==> config.mk <==
export PLATFORM = sky130hd
export DESIGN_NAME = sys_out_deskew_wr
export DESIGN_NICKNAME = d
export VERILOG_FILES = /design/src/rtl/sys_out_deskew_wr.sv
export SDC_FILE = /design/constraint.sdc
export NUM_CORES = 1
export LEC_CHECK = 0
export BUFFER_PORTS_ARGS = -buffer_cell sky130_fd_sc_hd__buf_2
export CAP_MARGIN = 20
export CORE_ASPECT_RATIO = 0.75
export CORE_MARGIN = 2
export CORE_UTILIZATION = 41
export DETAILED_ROUTE_END_ITERATION = 8
export MAX_ROUTING_LAYER = met4
export PLACE_DENSITY_LB_ADDON = 0.05
export SYNTH_ARGS = -nofsm -noshare
export SYNTH_HDL_FRONTEND = slang
export SYNTH_SLANG_ARGS = --single-unit
==> constraint.sdc <==
create_clock -name sys_clk -period 3.1 [get_ports sys_clk]
set_input_delay 0.155 -clock sys_clk [delete_from_list [all_inputs] [get_ports sys_clk]]
set_output_delay 0.155 -clock sys_clk [all_outputs]
set_load 0.05 [all_outputs]
==> src/rtl/sys_out_deskew_wr.sv <==
// -----------------------------------------------------------------------------
// sys_out_deskew_wr
//
// Write-side stage in front of the sys_out dual-port RAM. The systolic array
// emits one result row per wavefront, with column c arriving c cycles after
// column 0. This block:
//   * realigns each row by delaying column c through N_COLS-1-c register stages,
//   * packs the aligned row into one DPR word,
//   * generates a sequential write address (one per complete row),
//   * flags partially-aligned rows as a sticky skew error,
//   * pulses done once NUM_ROWS rows of a tile have been written.
//
// Interface protocol (valid-only, no backpressure):
//   col_valid[c] qualifies col_data column c in the same cycle. The array
//   cannot be stalled, so there is no ready signal. A row is accepted only when
//   all N_COLS valid bits line up after deskew. dpr_wr_en qualifies
//   dpr_addr/dpr_wdata in the same cycle. dpr_addr/dpr_wdata hold their last
//   value when dpr_wr_en is low.
//
// Ports:
//   sys_clk    in   1                 clock, all logic on rising edge
//   reset_n    in   1                 asynchronous active-low reset
//   start      in   1                 begin a new tile (only honoured in IDLE)
//   col_valid  in   N_COLS            per-column result valid
//   col_data   in   N_COLS*DATA_BITS  column c at [c*DATA_BITS +: DATA_BITS]
//   dpr_wr_en  out  1                 DPR write strobe (registered)
//   dpr_addr   out  FEATURE_BITS      DPR write address
//   dpr_wdata  out  N_COLS*DATA_BITS  aligned row, same packing as col_data
//   busy       out  1                 high while a tile is in progress (RUN/DONE)
//   done       out  1                 one-cycle pulse after the last row write
//   err        out  1                 sticky skew error, cleared by start
//   dbg_state  out  2                 current FSM state, for checkers
// -----------------------------------------------------------------------------
module sys_out_deskew_wr #(
   parameter int DATA_BITS    = 16,
   parameter int N_COLS       = 4,
   parameter int FEATURE_BITS = 4,
   parameter int NUM_ROWS     = 16
) (
   input  logic                          sys_clk,
   input  logic                          reset_n,
   input  logic                          start,
   input  logic [N_COLS-1:0]             col_valid,
   input  logic [N_COLS*DATA_BITS-1:0]   col_data,
   output logic                          dpr_wr_en,
   output logic [FEATURE_BITS-1:0]       dpr_addr,
   output logic [N_COLS*DATA_BITS-1:0]   dpr_wdata,
   output logic                          busy,
   output logic                          done,
   output logic                          err,
   output logic [1:0]                    dbg_state
);

   localparam logic [FEATURE_BITS-1:0] LAST_ROW = FEATURE_BITS'(NUM_ROWS - 1);

   typedef enum logic [1:0] {
      ST_IDLE = 2'd0,
      ST_RUN  = 2'd1,
      ST_DONE = 2'd2
   } state_t;

   state_t                        state_q, state_d;
   logic [FEATURE_BITS-1:0]       row_q, row_d;
   logic                          err_d;
   logic                          wr_d;

   logic [N_COLS-1:0]             al_valid;
   logic [N_COLS*DATA_BITS-1:0]   al_data;

   // --------------------------------------------------------------------------
   // Deskew delay lines. Column c is delayed N_COLS-1-c cycles so that every
   // column of a wavefront reaches al_valid/al_data in the same cycle as the
   // last (undelayed) column. The lines shift every cycle regardless of state;
   // only the write decision looks at the FSM.
   // --------------------------------------------------------------------------
   for (genvar c = 0; c < N_COLS; c++) begin : g_col
      localparam int DEPTH = N_COLS - 1 - c;

      if (DEPTH == 0) begin : g_pass
         assign al_valid[c]                         = col_valid[c];
         assign al_data[c*DATA_BITS +: DATA_BITS]   = col_data[c*DATA_BITS +: DATA_BITS];
      end else begin : g_dly
         logic [DEPTH-1:0]     v_sr;
         logic [DATA_BITS-1:0] d_sr [DEPTH];

         always_ff @(posedge sys_clk or negedge reset_n) begin
            if (!reset_n) begin
               v_sr <= '0;
               for (int i = 0; i < DEPTH; i++) begin
                  d_sr[i] <= '0;
               end
            end else begin
               v_sr[0] <= col_valid[c];
               d_sr[0] <= col_data[c*DATA_BITS +: DATA_BITS];
               for (int i = 1; i < DEPTH; i++) begin
                  v_sr[i] <= v_sr[i-1];
                  d_sr[i] <= d_sr[i-1];
               end
            end
         end

         assign al_valid[c]                       = v_sr[DEPTH-1];
         assign al_data[c*DATA_BITS +: DATA_BITS] = d_sr[DEPTH-1];
      end
   end

   // --------------------------------------------------------------------------
   // FSM: state register
   // --------------------------------------------------------------------------
   always_ff @(posedge sys_clk or negedge reset_n) begin
      if (!reset_n) begin
         state_q <= ST_IDLE;
         row_q   <= '0;
         err     <= 1'b0;
      end else begin
         state_q <= state_d;
         row_q   <= row_d;
         err     <= err_d;
      end
   end

   // --------------------------------------------------------------------------
   // FSM: next state and write decision
   // A full aligned row in RUN writes at the current row counter. A partial
   // aligned vector (some but not all columns valid) means the skew was
   // violated: nothing is written and the counter holds, so the next good row
   // still lands at the address the bad one would have used.
   // The counter is never incremented past LAST_ROW, so it cannot wrap even
   // when NUM_ROWS == 2**FEATURE_BITS.
   // --------------------------------------------------------------------------
   always_comb begin
      state_d = state_q;
      row_d   = row_q;
      err_d   = err;
      wr_d    = 1'b0;

      case (state_q)
         ST_IDLE: begin
            if (start) begin
               state_d = ST_RUN;
               row_d   = '0;
               err_d   = 1'b0;
            end
         end
         ST_RUN: begin
            if (&al_valid) begin
               wr_d = 1'b1;
               if (row_q == LAST_ROW) begin
                  state_d = ST_DONE;
               end else begin
                  row_d = row_q + FEATURE_BITS'(1);
               end
            end else if (|al_valid) begin
               err_d = 1'b1;
            end
         end
         ST_DONE: begin
            state_d = ST_IDLE;
         end
         default: begin
            state_d = ST_IDLE;
         end
      endcase
   end

   // --------------------------------------------------------------------------
   // Output registers. done is registered off the DONE state so it pulses in
   // the cycle after the last write strobe.
   // --------------------------------------------------------------------------
   always_ff @(posedge sys_clk or negedge reset_n) begin
      if (!reset_n) begin
         dpr_wr_en <= 1'b0;
         dpr_addr  <= '0;
         dpr_wdata <= '0;
         done      <= 1'b0;
      end else begin
         dpr_wr_en <= wr_d;
         done      <= (state_q == ST_DONE);
         if (wr_d) begin
            dpr_addr  <= row_q;
            dpr_wdata <= al_data;
         end
      end
   end

   assign busy      = (state_q != ST_IDLE);
   assign dbg_state = state_q;

endmodule

Word level (Yosys, flattened, before mapping):

Index checks and enable logic that the tools add are counted.

* word-level logic and storage cells: 48
* output and inout bits: 74
* ROM bits: 0
* memories kept: 0
* input bits: 71
* bits in latches: 0
* bits in writable memories: 0
* bits in registers: 179

* add/subtract/negate cells: 1
* multiplexer cells: 14
* $lt $le $gt $ge: 0
* divide/modulo/power cells: 0
* multipliers: 0
* reduce and logical (&&, ||, !) cells: 8
* bitwise operators: 0
* equal/unequal tests: 9
* shift-type cells: 0

Operators with widths (count)
* 4-bit 2-to-1 mux: 3
* 2-bit inequality test (second input constant): 6
* 4-bit AND reduction: 3
* 4-bit one-hot mux with 2 select lines: 1
* 2-bit 2-to-1 mux: 3
* 1-bit 2-to-1 mux: 5
* 4-bit by 1-bit adder with 4-bit output (second input constant): 1
* 4-bit == test (second input constant): 1
* 2-bit one-hot mux with 2 select lines: 1
* 2-bit nonzero test: 2
* 4-bit OR reduction: 1
* 3-bit AND reduction: 1
* 2-bit by 1-bit == test with 1-bit output (second input constant): 1
* 2-bit == test (second input constant): 1
* 2-bit logical NOT: 1
* 1-bit one-hot mux with 2 select lines: 1

Longest topological paths before layout:

* word-level depth: 4
* depth in mapped cells: 5
* depth with buffers taken out: 4

Worst setup path before layout:

No wires, ideal clock.

* kind: reg-to-reg
* start: register state_q[0], in the netlist dbg_state[0]
* end: register dpr_addr[3]
* cell stages (with the launch flop): 6
* path slack: 1270 ps
* period minus slack after synthesis: 1830 ps
* path buffers: 2
* required time: 2975 ps
* arrival time: 1704 ps
* library setup time: 125 ps
* path through: dfrtp_1 > buf_2 > nand2b_2 > nor2_8 > buf_12 > mux2_4

* word-level cells in the longest chain between the ends: 2

RTL lines
* from (decl): RTL line 62 `state_t state_q, state_d;`
* from (signal assigned): RTL line 116 `state_q <= state_d;`
* 2-bit by 1-bit == test with 1-bit output: RTL line 137 `case (state_q)`
* 1-bit 2-to-1 mux: RTL line 137
* to (signal assigned): RTL line 180 `dpr_addr <= row_q;`
* to (decl): RTL line 46 `output logic [FEATURE_BITS-1:0] dpr_addr,`

No other way between the ends.
A chain may end at the register's enable or synchronous reset.

Final worst setup path:

* start: register state_q[1], in the netlist dbg_state[1]
* end: register dpr_wdata[8]

* word-level cells in the longest chain between the ends: 2

RTL lines
* 2-bit by 1-bit == test with 1-bit output: RTL line 137
* 1-bit 2-to-1 mux: RTL line 137
* to (signal assigned): RTL line 181 `dpr_wdata <= al_data;`
* to (decl): RTL line 47 `output logic [N_COLS*DATA_BITS-1:0] dpr_wdata,`

No other way between the ends.

==> flow_summary.html <==
<table>
<tr><th>Metric</th><th>Value</th></tr>
<tr><th colspan="2">Run status</th></tr>
<tr><td>Outcome</td><td>finished, final reports clean</td></tr>
<tr><th colspan="2">Synth</th></tr>
<tr><td>Proportion of synthesized chip area in sequential cells</td><td>76.1%</td></tr>
<tr><td>Register bit total from synthesis</td><td>179</td></tr>
<tr><td>Async set or reset register ratio after synthesis</td><td>100%</td></tr>
<tr><td>Number of enable flip-flop cells after synthesis</td><td>0</td></tr>
<tr><td>Distinct cell type count after synthesis</td><td>28</td></tr>
<tr><td>Synth Area per Inst</td><td>20.4 sq um</td></tr>
<tr><td>Yosys warns</td><td>0</td></tr>
<tr><td>Mapped Cells</td><td>288</td></tr>
<tr><td>Most instantiated flip-flop cell in the synthesis netlist</td><td>dfrtp_1</td></tr>
<tr><td>Area of the mapped netlist</td><td>5890 sq um</td></tr>
<tr><td>Syn_nets</td><td>360</td></tr>
<tr><th colspan="2">Final layout</th></tr>
<tr><td>Most frequent standard cell in the layout excluding fill and tap cells</td><td>dfrtp_1</td></tr>
<tr><td>Final design instance area without fill</td><td>8020 sq um</td></tr>
<tr><td>Syn-to-layout area delta</td><td>36.3%</td></tr>
<tr><td>Nets</td><td>590</td></tr>
<tr><td>Final design utilization</td><td>57.8%</td></tr>
<tr><td>Most used cells in the layout excluding fill and tap cells</td><td>dfrtp_1, buf_2, dlygate4sd3_1</td></tr>
<tr><td>Share of cells above drive strength 1</td><td>48.5%</td></tr>
<tr><td>Diode count</td><td>0</td></tr>
<tr><td>Fillers</td><td>1113</td></tr>
<tr><th colspan="2">Critical path</th></tr>
<tr><td>Critical Path AT</td><td>2.25 ns</td></tr>
<tr><td>Critical path peak fanout</td><td>20</td></tr>
<tr><td>Required time of the critical path</td><td>3.39 ns</td></tr>
<tr><td>Largest stage delay on the critical path</td><td>roughly 0.44 ns</td></tr>
<tr><td>Element type at the critical path start</td><td>register</td></tr>
<tr><td>Endpoint class of the critical path</td><td>register</td></tr>
<tr><td>Series of cell instances along the critical path</td><td>nand2b_2 &gt; nor2_8 &gt; buf_4 &gt; mux2_4</td></tr>
<tr><td>Critical-path cell with the highest stage delay</td><td>dfrtp_1</td></tr>
<tr><td>Crit Path Category</td><td>register to register</td></tr>
<tr><th colspan="2">Global route</th></tr>
<tr><td>Number of global-route vias before repair</td><td>~3300</td></tr>
<tr><td>Total Routing Usage GR</td><td>~15%</td></tr>
<tr><td>Global-route wire length before repair</td><td>about 17000 microns</td></tr>
<tr><td>Largest net degree at the start of global routing</td><td>88</td></tr>
<tr><td>Number of antenna violations at the first check in global routing</td><td>0</td></tr>
<tr><td>Sum of overflow across all layers after global routing</td><td>0</td></tr>
<tr><th colspan="2">Placed design</th></tr>
<tr><td>Standard cell area after detailed placement</td><td>a little under 7000 sq um</td></tr>
<tr><td>Dpl ws</td><td>1.13 ns</td></tr>
<tr><td>Detailed placement HPWL</td><td>6530 microns</td></tr>
<tr><td>PortBufs</td><td>144</td></tr>
<tr><td>Final GP Congestion</td><td>0.799</td></tr>
<tr><th colspan="2">Detailed routing</th></tr>
<tr><td>Met3 wire len</td><td>441 microns</td></tr>
<tr><td>Topmost layer with routed signal wires</td><td>met4</td></tr>
<tr><td>Routed vias/inst</td><td>about 4.4</td></tr>
<tr><td>Length of the first detailed-routing pass in iterations</td><td>4</td></tr>
<tr><td>Routed Antenna Nets</td><td>0</td></tr>
<tr><td>Final wirelength</td><td>around 10000 microns</td></tr>
<tr><td>Number of DRC markers in iteration 0</td><td>92</td></tr>
<tr><td>Average wire per cell in the routed design</td><td>14.8 microns</td></tr>
<tr><td>Remaining DRCs</td><td>0</td></tr>
<tr><td>Wire length on met1</td><td>5090 microns</td></tr>
<tr><td>DR WL met2</td><td>about 4800 microns</td></tr>
<tr><td>Via count</td><td>3098</td></tr>
<tr><th colspan="2">Timing</th></tr>
<tr><td>Final clock period utilization by the worst path</td><td>63.3%</td></tr>
<tr><td>Peak clock frequency supported by timing</td><td>roughly 500 MHz</td></tr>
<tr><td>Final Skew</td><td>between 0.01 and 0.015 ns</td></tr>
<tr><td>Setup violators final</td><td>0</td></tr>
<tr><td>Relative slew margins</td><td>55.7%</td></tr>
<tr><td>Measured slew at the worst slew-check pin</td><td>~0.67 ns</td></tr>
<tr><td>Final worst hold slack</td><td>0.0695 ns</td></tr>
<tr><td>Final critical-path setup slack</td><td>around 1.1 ns</td></tr>
<tr><td>Number of pins exceeding their max-slew limit in the final report</td><td>0</td></tr>
<tr><td>Minimum period implied by the final worst setup slack</td><td>1.96 ns</td></tr>
<tr><td>Aggregate negative setup slack</td><td>0 ns</td></tr>
<tr><td>Unrepaired setup endpoints after global routing</td><td>no</td></tr>
<tr><td>Final hold violations</td><td>0</td></tr>
<tr><th colspan="2">Clocking</th></tr>
<tr><td>Post-cts sizing count</td><td>0</td></tr>
<tr><td>Clock insertion delay at the later pin of the skew report</td><td>0.41 ns</td></tr>
<tr><td>H-tree Lvls</td><td>4</td></tr>
<tr><td>Clock sink count</td><td>approximately 180</td></tr>
<tr><td>Total CTS buffers</td><td>17</td></tr>
<tr><td>TritonCTS clock tree</td><td>yes</td></tr>
<tr><td>Root buf cell</td><td>clkbuf_16</td></tr>
<tr><td>Clock Pin Slew Worst Setup and Hold Paths</td><td>around 0.070 ns</td></tr>
<tr><td>Clock Tree Buf Depth</td><td>2</td></tr>
<tr><th colspan="2">Die</th></tr>
<tr><td>Cell row count</td><td>37</td></tr>
<tr><td>Area of the core</td><td>13900 sq um</td></tr>
<tr><td>Count of pins on the block boundary</td><td>around 150</td></tr>
<tr><td>Die H</td><td>108 microns</td></tr>
<tr><td>Area enclosed by the die boundary</td><td>about 15000 sq um</td></tr>
<tr><td>Effective utilization at floorplan</td><td>42.4%</td></tr>
<tr><td>Width of the die</td><td>142 microns</td></tr>
<tr><th colspan="2">Power</th></tr>
<tr><td>Power density over cell area</td><td>around 800 nW/um^2</td></tr>
<tr><td>Max IR drop VDD</td><td>0.421 mV</td></tr>
<tr><td>Static Leak</td><td>roughly 3.9 nW</td></tr>
<tr><th colspan="2">Min path</th></tr>
<tr><td>Worst hold-check path type</td><td>input pin to register</td></tr>
<tr><th colspan="2">Job</th></tr>
<tr><td>Max capacitance violation total</td><td>0</td></tr>
</table>
## cell type report
class / instances / area [sq um] / share of cell area, %
sequential: 179 / 4480 / 55.8
inverter: 3 / 11.3 / 0.140
multi-input combinational: 98 / 1250 / 15.6
timing repair buffer: 219 / 1490 / 18.5
tap: 175 / 219 / 2.73
clock inverter: 12 / 121 / 1.51
clock buffer: 19 / 453 / 5.65
## kinds of logic (layout without fill, tap and decap cells)
logic type      Yosys count  count (layout)  synth area share [%]
flops                   179             179                  76.1
mux                      68              68                  17.3
compound gates           15              15                  1.76
simple gates             14              14                  2.00
buf+inv                  11             253                  2.66
fa+ha+maj                 1               1                 0.213
## cell usage after synthesis, types with 2 or more instances
cell type | number | area, sq um
a21oi_1 | 2 | 10.0
nor2_1 | 2 | 7.51
inv_1 | 3 | 11.3
mux2_4 | 67 | 1010
buf_12 | 7 | 140
nand3_1 | 2 | 10.0
o211ai_1 | 2 | 15.0
a31oi_1 | 3 | 18.8
o21ai_0 | 3 | 15.0
dfrtp_1 | 179 | 4480
## flip-flops by register name, summed over array words and instances (netlist names)
name,count
dbg_state,2
row_q,4
dpr_wr_en,1
g_col.g_dly.d_sr,64
dpr_addr,4
done,1
dpr_wdata,64
err,1
al_data,32
g_col.g_dly.v_sr,6
## critical path, delay by kind of cell (launching register included)
kind / cells / cell delay, ns
multiplexers: 1 / 0.32
AND/OR/NAND/NOR: 2 / 0.70
flip-flops: 1 / 0.44
buffers and inverters: 1 / 0.36
## report_power, final
group | internal (mW) | switching [mW] | leakage (nW)
clock | 1.16 | 0.891 | 0.274
sequential | 2.63 | 0.163 | 2.12
combinational | 0.522 | 0.997 | 1.46
total | 4.31 | 2.05 | 3.85
## timing repair
item / CTS / global route
buffers inserted: 0 / 0
hold endpoints to repair: 151 / 0
hold buffers: 68 / 0
## final timing paths
path                       depth (start not counted)  slack [ns]                 endpoint                     from
setup / recovery                                   4        1.14             dpr_wdata[8]             dbg_state[1]
hold / removal                                     4        0.07                      err                    start
setup reg to reg                                   4        1.14             dpr_wdata[8]             dbg_state[1]
hold reg to reg                                    0        0.34  g_col[0].g_dly.d_sr[26]  g_col[0].g_dly.d_sr[42]
max in group asynchronous                          3        1.94            dpr_wdata[20]                  reset_n
min in group asynchronous                          2        0.35   g_col[0].g_dly.v_sr[2]                  reset_n
## routing by layer
metal / GRT usage (%) / vias up
met5: - / -
met4: 5.94 / 0
met3: 3.91 / 10
met2: 21.9 / 93
met1: 20.6 / 1550
li1: - / 1445
## through the flow
step	total power, mW	cells
2_1_floorplan	3.90	288
3_3_place_gp	4.28	606
3_5_place_dp	4.29	606
4_1_cts	6.45	705
5_1_grt	6.64	705
6_report	6.36	705
(Power assumes the default switching activity.)
